==> config.mk <==
export PLATFORM = sky130hd
export DESIGN_NAME = upc_loop_monitor
export DESIGN_NICKNAME = d
export VERILOG_FILES = /design/src/rtl/upc_loop_monitor_pkg.sv /design/src/rtl/upc_loop_monitor_sat_counter.sv /design/src/rtl/upc_loop_monitor.sv
export SDC_FILE = /design/constraint.sdc
export NUM_CORES = 1
export LEC_CHECK = 0
export CAP_MARGIN = 20
export CORE_UTILIZATION = 40
export CTS_BUF_LIST = sky130_fd_sc_hd__clkbuf_4
export DETAILED_ROUTE_END_ITERATION = 6
export PLACE_DENSITY = 0.66
export SYNTH_ARGS = -nofsm -noshare
export SYNTH_HDL_FRONTEND = slang
export SYNTH_SLANG_ARGS = --single-unit
==> constraint.sdc <==
create_clock -name clock -period 3.4 [get_ports clock]
set_clock_uncertainty 0.1 [all_clocks]
set_input_delay 0.34 -clock clock [delete_from_list [all_inputs] [get_ports clock]]
set_output_delay 0.34 -clock clock [all_outputs]
set_load 0.005 [all_outputs]
==> src/rtl/upc_loop_monitor_pkg.sv <==
// Shared definitions for the UPC loop monitor: default counter width,
// busy-flag state type and the saturating increment used by every counter.
package upc_loop_monitor_pkg;

    localparam int          CNT_W_DEF = 32;
    localparam int unsigned SAT_MAX_W = 64;

    typedef enum logic {
        ST_IDLE = 1'b0,
        ST_BUSY = 1'b1
    } busy_state_e;

    // Counters up to SAT_MAX_W bits wide; the value sticks at all-ones of `width` bits.
    function automatic logic [SAT_MAX_W-1:0] sat_inc(input logic [SAT_MAX_W-1:0] value,
                                                     input int unsigned          width);
        logic [SAT_MAX_W-1:0] limit;
        if (width >= SAT_MAX_W) limit = '1;
        else                    limit = (SAT_MAX_W'(1) << width) - SAT_MAX_W'(1);
        return (value >= limit) ? value : value + SAT_MAX_W'(1);
    endfunction

endpackage

==> src/rtl/upc_loop_monitor_sat_counter.sv <==
// Saturating event counter: counts enabled cycles, holds at all-ones and
// stops entirely while the monitor is frozen.
module sat_counter
    import upc_loop_monitor_pkg::*;
#(
    parameter int CNT_W = CNT_W_DEF
) (
    input  logic             clock,
    input  logic             reset,
    input  logic             enable,
    input  logic             freeze,
    output logic [CNT_W-1:0] count
);

    // NOTE: state registers use non-blocking (<=) so every flop samples pre-edge values.
    always_ff @(posedge clock or negedge reset) begin
        if (!reset)                 count <= '0;
        else if (enable && !freeze) count <= CNT_W'(sat_inc(SAT_MAX_W'(count), CNT_W));
    end

endmodule

==> src/rtl/upc_loop_monitor.sv <==
// Performance monitor for a pipelined module: tracks block-level invocations,
// loop invocations, iteration start/end/quit events and stall cycles.
module upc_loop_monitor
    import upc_loop_monitor_pkg::*;
#(
    parameter int STATE_W = 1,
    parameter int CNT_W   = CNT_W_DEF
) (
    input  logic               clock,
    input  logic               reset,
    input  logic               ap_start,
    input  logic               ap_ready,
    input  logic               ap_done,
    input  logic               ap_continue,
    input  logic [STATE_W-1:0] cur_state,
    input  logic [STATE_W-1:0] iter_start_state,
    input  logic [STATE_W-1:0] iter_end_state,
    input  logic [STATE_W-1:0] quit_state,
    input  logic               iter_start_block,
    input  logic               iter_end_block,
    input  logic               quit_block,
    input  logic               iter_start_enable,
    input  logic               iter_end_enable,
    input  logic               quit_enable,
    input  logic               loop_start,
    input  logic               loop_ready,
    input  logic               loop_done,
    input  logic               loop_continue,
    input  logic               quit_at_end,
    input  logic               finish,
    output logic               mod_busy,
    output logic [CNT_W-1:0]   mod_start_cnt,
    output logic [CNT_W-1:0]   mod_done_cnt,
    output logic [CNT_W-1:0]   mod_busy_cycles,
    output logic               loop_busy,
    output logic               iter_start_pulse,
    output logic               iter_end_pulse,
    output logic               loop_quit_pulse,
    output logic [CNT_W-1:0]   iter_cnt,
    output logic [CNT_W-1:0]   loop_invoc_cnt,
    output logic [CNT_W-1:0]   loop_busy_cycles,
    output logic [CNT_W-1:0]   stall_cycles,
    output logic               frozen
);

    busy_state_e mod_state, mod_state_next;
    busy_state_e loop_state, loop_state_next;
    logic        loop_start_q;
    logic        hold;
    logic        ev_iter_start, ev_iter_end, ev_quit;
    logic        mod_start, mod_done, loop_set, loop_clear, stall;
    logic        unused_loop_ready;

    // loop_ready is part of the loop handshake but no statistic depends on it.
    assign unused_loop_ready = loop_ready;

    // The edge that samples finish is already excluded from the statistics.
    assign hold = frozen | finish;

    assign ev_iter_start = (cur_state == iter_start_state) & iter_start_enable & ~iter_start_block;
    assign ev_iter_end   = (cur_state == iter_end_state) & iter_end_enable & ~iter_end_block;
    assign ev_quit       = quit_at_end ? (ev_iter_end & loop_done)
                                       : ((cur_state == quit_state) & quit_enable & ~quit_block);

    assign mod_busy   = (mod_state == ST_BUSY);
    assign loop_busy  = (loop_state == ST_BUSY);
    assign mod_start  = ap_start & (~mod_busy | ap_ready);
    assign mod_done   = ap_done & ap_continue;
    assign loop_set   = loop_start & ~loop_start_q & ~loop_busy;
    assign loop_clear = loop_done & loop_continue;
    assign stall      = loop_busy & (cur_state == iter_start_state) & iter_start_enable & iter_start_block;

    // A start in the same cycle as done keeps the module busy (back-to-back invocation).
    always_comb begin
        // NOTE: defaults first so every path assigns the next state and no latch is inferred.
        mod_state_next  = mod_state;
        loop_state_next = loop_state;
        if (!hold) begin
            if (mod_start)     mod_state_next = ST_BUSY;
            else if (mod_done) mod_state_next = ST_IDLE;
            if (loop_set)        loop_state_next = ST_BUSY;
            else if (loop_clear) loop_state_next = ST_IDLE;
        end
    end

    always_ff @(posedge clock or negedge reset) begin
        if (!reset) begin
            mod_state        <= ST_IDLE;
            loop_state       <= ST_IDLE;
            loop_start_q     <= 1'b0;
            frozen           <= 1'b0;
            iter_start_pulse <= 1'b0;
            iter_end_pulse   <= 1'b0;
            loop_quit_pulse  <= 1'b0;
        end else begin
            mod_state        <= mod_state_next;
            loop_state       <= loop_state_next;
            loop_start_q     <= loop_start;
            frozen           <= frozen | finish;
            iter_start_pulse <= ev_iter_start & ~hold;
            iter_end_pulse   <= ev_iter_end & ~hold;
            loop_quit_pulse  <= ev_quit & ~hold;
        end
    end

    sat_counter #(.CNT_W(CNT_W)) u_mod_start_cnt (
        .clock(clock), .reset(reset), .enable(mod_start), .freeze(hold), .count(mod_start_cnt));
    sat_counter #(.CNT_W(CNT_W)) u_mod_done_cnt (
        .clock(clock), .reset(reset), .enable(mod_done), .freeze(hold), .count(mod_done_cnt));
    sat_counter #(.CNT_W(CNT_W)) u_mod_busy_cycles (
        .clock(clock), .reset(reset), .enable(mod_busy), .freeze(hold), .count(mod_busy_cycles));
    sat_counter #(.CNT_W(CNT_W)) u_iter_cnt (
        .clock(clock), .reset(reset), .enable(ev_iter_end), .freeze(hold), .count(iter_cnt));
    sat_counter #(.CNT_W(CNT_W)) u_loop_invoc_cnt (
        .clock(clock), .reset(reset), .enable(loop_set), .freeze(hold), .count(loop_invoc_cnt));
    sat_counter #(.CNT_W(CNT_W)) u_loop_busy_cycles (
        .clock(clock), .reset(reset), .enable(loop_busy), .freeze(hold), .count(loop_busy_cycles));
    sat_counter #(.CNT_W(CNT_W)) u_stall_cycles (
        .clock(clock), .reset(reset), .enable(stall), .freeze(hold), .count(stall_cycles));

endmodule

---- After elaboration in Yosys (flattened, before gate mapping) ----
Cells that the tools add are included.
storage, ports and cells
  flip-flop bits (word level) ............. 231
  latch bits .............................. 0
  bits in writable memories ............... 0
  ROM bits ................................ 0
  logic and storage cells ................. 96
  memories kept ........................... 0
operators by class
  add/subtract/negate cells ............... 7
  multiply operators ...................... 0
  div/mod/pow operators ................... 0
  order comparisons ....................... 7
  eq/ne operators ......................... 3
  shifts and indexed selects .............. 0
  mux-type cells .......................... 12
  bitwise logic cells ..................... 34
  reduce and logical (&&, ||, !) cells .... 19
operators by type and width
  operator                 number
  $ge A32 B64 Y1           7
  $mux W64                 7
  $add A32 B1 Y32 const B  7
  $and A1 B1 Y1            18
  $reduce_and A2 Y1        9
  $not A1 Y1               14
  $logic_and A1 B1 Y1      7
  $mux W1                  5
  $reduce_bool A2 Y1       2
  $eq A1 B1 Y1             3
  $or A1 B1 Y1             2
  $logic_not A1 Y1         1

---- Depth between registers and ports, before layout ----
  word-level depth ........................ 9
  gate-level depth with buffers ........... 8
  depth with buffers taken out ............ 6

---- Modules after synthesis ----
A second synthesis with hierarchy kept.
unflattened totals
  cells, all modules ...................... 1,025
  area total of the unflattened synthesis .. 11,096.9 sq um
by module, submodules not included
  module            instances  cells an instance  area an instance (sq um)  sequential area each (sq um)
  sat_counter       7          142                1,536.5                   800.8
  upc_loop_monitor  1          31                 341.6                     175.2

---- Worst setup path before layout ----
Ideal clock, no wire load.
  path type ............................... register to register
  from .................................... register u_loop_invoc_cnt.count[0]
  to ...................................... register u_loop_invoc_cnt.count[1]
  setup time .............................. 125 ps
  arrival ................................. 1,999 ps
  path slack .............................. 1,176 ps
  stages on the path, launching flop included .. 7
  cells stage by stage .................... dfrtp_1 ha_1 nand3_1 nor4_1 nand3_1 nand2b_1 mux2_2
on the way
  word-level cells in the longest chain between the ends .. 3
RTL lines
  element                             RTL line                            text
  start: declaration                  upc_loop_monitor_sat_counter.sv:12  output logic [CNT_W-1:0] count
  start signal: assignment            upc_loop_monitor_sat_counter.sv:18  else if (enable && !freeze) count <= CNT_W'(sat_inc(SAT_MAX_W'(count), CNT_W));
  $ge A32 B64 Y1                      upc_loop_monitor_pkg.sv:19          return (value >= limit) ? value : value + SAT_MAX_W'(1);
  $not A1 Y1 (no source line)         --
  $reduce_and A2 Y1 (no source line)  --
Several ways; a longest one is shown, not always the timed one.
A chain may end at the register's enable or synchronous reset.

---- Worst setup path in the final report ----
  from .................................... register u_stall_cycles.count[13]
  to ...................................... register u_stall_cycles.count[17]
on the way
  word-level cells in the longest chain between the ends .. 3
RTL lines
  element                             RTL line
  start: declaration                  upc_loop_monitor_sat_counter.sv:12
  start signal: assignment            upc_loop_monitor_sat_counter.sv:18
  $ge A32 B64 Y1                      upc_loop_monitor_pkg.sv:19
  $not A1 Y1 (no source line)         --
  $reduce_and A2 Y1 (no source line)  --
Several ways; a longest one is shown, not always the timed one.

==> flow_summary.yaml <==
status:
  status: "finished, final reports clean"
global_routing:
  grt_pass1_vias: 9260
  grt_pass1_wl_mm: 47.9
  grt_max_degree: 85
  antenna_found_initial: 1
  grt_overflow: 0
  track_usage: 0.209
yosys:
  ys_seq_area_frac: 0.517
  postSynth.asyncResetShare: 1.00
  syn_area_per_cell_um2: 10.7
  netlist_instances: 1050
  synth_area_leaders: "dfrtp_1 (52%), xnor2_1 (11%), xor2_1 (5.6%), nand4_1 (5.5%), nand3_1 (4.3%)"
  ys_ff_latch: 231
  synth.net_count: 1079
  synth_edf_count: 0
  yosys.cell_types.count: 60
  netlist.area_leader.share: 0.517
  yosysTopAreaCell: "dfrtp_1"
  yosys_warnings: 0
  syn_area_mm2: 0.0112
  synth_ff_type: "dfrtp_1"
final_layout:
  drive_above_1_share: 0.103
  final_area_mm2: 0.0151
  fin_nets: 1392
  final_util: 0.555
  final_common_cell: "clkdlybuf4s50_1"
  mostFrequentLayoutCells: "clkdlybuf4s50_1 (249), dfrtp_1 (231), xnor2_1 (141)"
  syn_to_final_growth_pct: 34.7
  layout.cells.non_filler: 1778
power:
  netSwitchingPower_mw: 1.27
  p_total_mw: 5.67
  powerDensity_mw_per_mm2: 376
  vdd_ir_drop_max_mv: 0.197
  clkPwrFrac: 0.483
  seq_power_share: 0.491
  p_int_mw: 4.40
  swShare: 0.224
  p_leak_nw: 6.51
  power_frac_comb: 0.026
placed_design:
  portBuffers: 250
  hpwl_mm: 21.1
  placed_area_mm2: 0.0142
  place_ws_ns: 0.462
  placedCellCount: 1666
  gp_congestion: 0.885
route:
  drt_iter0_markers: 589
  wl_met1_mm: 13.4
  dr_wl_met3_mm: 1.90
  drt_first_pass_iters: 5
  met2_length_mm: 13.2
  antenna_left: 0
  vias: 9398
  viasPerCell: 5.29
  topRoutingLayerUsed: "met4"
  post_drt_wl_per_cell_um: 16.7
  drc_errors: 0
  wirelength_mm: 29.6
worst_setup_path:
  r2r_cells: 5
  critical_path_required_ns: 3.81
  crit_arrival_ns: 3.05
  slowest_delay_ns: 0.80
  r2r-start: "u_stall_cycles.count[13]$_DFFE_PN0P_"
  worstPathMaxFanout: 11
  start_kind: "register"
  crit_path_top_delay_cell: "o311ai_2"
  crit_end: "u_stall_cycles.count[17]$_DFFE_PN0P_"
  regToRegSetupSlack_ns: 0.76
  worst_r2r_endpoint: "u_stall_cycles.count[17]$_DFFE_PN0P_"
  endpoint_kind: "register"
  startpoint: "u_stall_cycles.count[13]$_DFFE_PN0P_"
  path_class: "register to register"
  path_cells: "nand4_1 > or4_1 > o311ai_2 > nor3_1 > xor2_1"
sta:
  relSlewSlack: 0.374
  fin_setup_tns_ns: 0
  whs_ns: 0.0821
  rsz0062_at_grt: "no"
  layout_worst_path_cycle_share: 0.777
  fmax_ghz: 0.379
  finalSetupViolations: 0
  slew_violations: 0
  worst_slew_pin_slew_ns: 0.930
  period_minus_slack_ns: 2.64
  setup_slack_ns: 0.760
  final_hold_viol_count: 0
clock_tree:
  htreeDepth: 3
  clock-root-buffer: "clkbuf_4"
  clk_pin_slew_ns: 0.06
  cts_resized: 0
  cts_hold_buf: 1
  clk_latency_ns: 0.66
  cts_tree: "built"
  numCtsBuffers: 66
  cts.sinks: 231
  cts.path.max_buffers: 3
  post_cts_buffers: 0
floorplan:
  core_mm2: 0.0272
  die_area_mm2: 0.0286
  pin_count: 252
  die_h_um: 169
  start_util: 0.412
  die_x_um: 169
  rows: 60
hold_path:
  worstHoldPathCells: 1
  hold_path_class: "input port to register"
job:
  maxCapViolCount: 0
[cell type report]
cell class	count	area, um2
fill	2474	12100
sequential	231	5780
multi-input combinational	775	5210
timing repair buffer	265	2650
clock buffer	95	713
tap	372	465
clock inverter	15	161
inverter	24	95.1
antenna	1	2.50
[critical path: cells and delay by family, from the launching register on]
family	cells	cell delay, ns
AO/OA/AOI/OAI	1	0.80
AND/OR/NAND/NOR	3	0.99
XOR/XNOR	1	0.19
flip-flops	1	0.44
[kinds of logic after synthesis]
family | Yosys count | synth area share
buffers and inverters | 44 | 0.0182
XOR/XNOR | 212 | 0.166
adder cells (fa/ha/maj) | 7 | 0.00783
flip-flops | 231 | 0.517
AND/OR/NAND/NOR | 517 | 0.262
multiplexers | 7 | 0.00704
AO/OA/AOI/OAI | 32 | 0.0228
[power groups by stage]
stage	registers, mW	logic, mW	clock network [mW]
5_1_grt	2.78	0.165	3.01
3_5_place_dp	2.83	0.149	0
3_3_place_gp	2.83	0.147	0
4_1_cts	2.78	0.151	2.85
2_1_floorplan	2.83	0.0214	0
6_report	2.78	0.145	2.74
[cell usage after synthesis, types with 2 or more instances]
master,n
nor4b_1,4
xnor2_1,141
nor3b_1,6
and4bb_2,2
dfrtp_1,231
and2_1,12
nor4_4,2
and3_1,42
nor3_1,39
nor4bb_1,2
nand2_1,75
nor2_1,56
nor4_1,28
or4_1,4
a311oi_1,2
and4_1,24
nand3_1,96
nor4_2,3
ha_1,7
a31oi_1,5
and4_2,2
a41oi_1,2
o211ai_1,2
mux2_2,6
nor2b_1,2
inv_1,22
xor2_1,71
nand4_1,98
buf_2,5
nand2b_1,2
or3b_2,2
nand4b_1,2
or2_2,4
or3_1,4
a21oi_1,9
clkbuf_1,12
[state kept, by name, indices dropped and copies added, names as in the netlist, 32 cells and up]
register	count
u_mod_done_cnt.count	32
u_stall_cycles.count	32
u_loop_invoc_cnt.count	32
u_loop_busy_cycles.count	32
u_mod_start_cnt.count	32
u_iter_cnt.count	32
u_mod_busy_cycles.count	32
[how the worst min path moves through the flow]
stage / startpoint / to / slack (ns)
6_report: loop_start / loop_start_q$_DFF_PN0_ / 0.08
5_1_grt: loop_start / loop_start_q$_DFF_PN0_ / 0.03
4_1_cts: loop_start / loop_start_q$_DFF_PN0_ / 0.01
3_5_place_dp: reset / u_mod_done_cnt.count[21]$_DFFE_PN0P_ / 0.29
3_3_place_gp: reset / u_mod_done_cnt.count[26]$_DFFE_PN0P_ / 0.29
2_1_floorplan: reset / frozen$_DFF_PN0_ / -0.06
[layer usage]
layer | track usage | vias up
met4 | 0.0964 | 0
met3 | 0.0571 | 80
met5 | 0 | -
met1 | 0.281 | 4552
li1 | - | 4469
met2 | 0.312 | 297
(Power assumes the default switching activity.)
==> RTL change, RTL diff (config.mk and constraints unchanged) <==
The package constant `CNT_W_DEF` goes from 32 to 16.
--- a/src/rtl/upc_loop_monitor_pkg.sv
+++ b/src/rtl/upc_loop_monitor_pkg.sv
@@ -3,5 +3,5 @@
 package upc_loop_monitor_pkg;
 
-    localparam int          CNT_W_DEF = 32;
+    localparam int          CNT_W_DEF = 16;
     localparam int unsigned SAT_MAX_W = 64;
 
Interface: changed (7 resized); port bits go from 252 to 140. No check against the original RTL was run, so the function may have changed too.
==> RTL change against the original RTL <==
Power down 53%; critical path depth up 1; routed wire length down 53%; first-iteration DRC count down 41%; clock power down 62%; setup slack better by 0.20 ns; critical path type unchanged; synthesized area down 48%; final area down 49%; sequential cell count down 112; largest cell class unchanged.
==> RTL change: results (changes against the original RTL) <==
Maximum clock path buffer count: 2 (was 3)
Total power: 2640 uW (was 5670 uW)
First-pass GRT wire length: 23000 um (was 47900 um)
Synth Instances: 542 (was 1050)
Clk pwr share: 0.391 (was 0.483)
Routed vias: 4880 (was 9398)
Worst path slowest cell: nor4_1 (was o311ai_2)
RR Endpoint: u_mod_done_cnt.count[1] (was u_stall_cycles.count[17])
Adder-cell share of the synthesized area: 0.0150 (was 0.00783)
Crit path DAT: 2.76 ns (was 3.05 ns)
Clk slew on worst S/H paths: 0.11 ns (was 0.06 ns)
Worst Reg-to-Reg Cells: 6 (was 5)
Overall routed net length: 13900 um (was 29600 um)
Ranking of synthesized cells by area: dfrtp_1 (51%), xor2_1 (10%), xnor2_1 (4.2%) (was dfrtp_1 (52%), xnor2_1 (11%), xor2_1 (5.6%))
Post-synthesis compound-gate area fraction: 0.0313 (was 0.0228)
Status: finished clean (unchanged)
Buffers on Ports: 138 (was 250)
Slew HR: 0.388 (was 0.374)
PnR worst setup slack: 0.960 ns (was 0.760 ns)
Syn_nets: 571 (was 1079)
Cell variety after synth: 47 (was 60)
Worst Path Max Fanout: 8 (was 11)
Largest net degree at the start of global routing: 63 (was 85)
Inserted Clock Buffers: 17 (was 66)
Share of layout cells above drive strength 1: 0.0884 (was 0.103)
Initial antenna violation count: 0 (was 1)
WHS: 0.194 ns (was 0.0821 ns)
Clk_lat worst skew: 0.54 ns (was 0.66 ns)
# H-tree levels: 4 (was 3)
Crit-path max cell delay: 0.78 ns (was 0.80 ns)
Sw power: 619 uW (was 1270 uW)
## RTL change: cell types whose count changed in the layout (fill, tap and decap cells not counted), moves of 12 or more
cell	delta
and3_1	-29
and4_1	-14
clkbuf_4	-76
clkdlybuf4s50_1	-112
dfrtp_1	-112
inv_1	-12
nand2_1	-34
nand3_1	-57
nand4_1	-61
nor2_1	-34
xnor2_1	-113
## RTL change: per-layer routing
layer	vias to the layer above	share of wire	track usage
met1	2400	0.46	0.262
met3	15	0.064	0.0725
met4	0	0.013	0.0678
met2	135	0.46	0.297
met5	-	0	0
li1	2330	-	-
## RTL change: final cells by class
type / instances / share of cell area
timing repair buffer: 146 / 0.187
sequential: 119 / 0.384
tap: 180 / 0.0290
multi-input combinational: 406 / 0.359
clock inverter: 13 / 0.0176
inverter: 10 / 0.00484
clock buffer: 19 / 0.0184
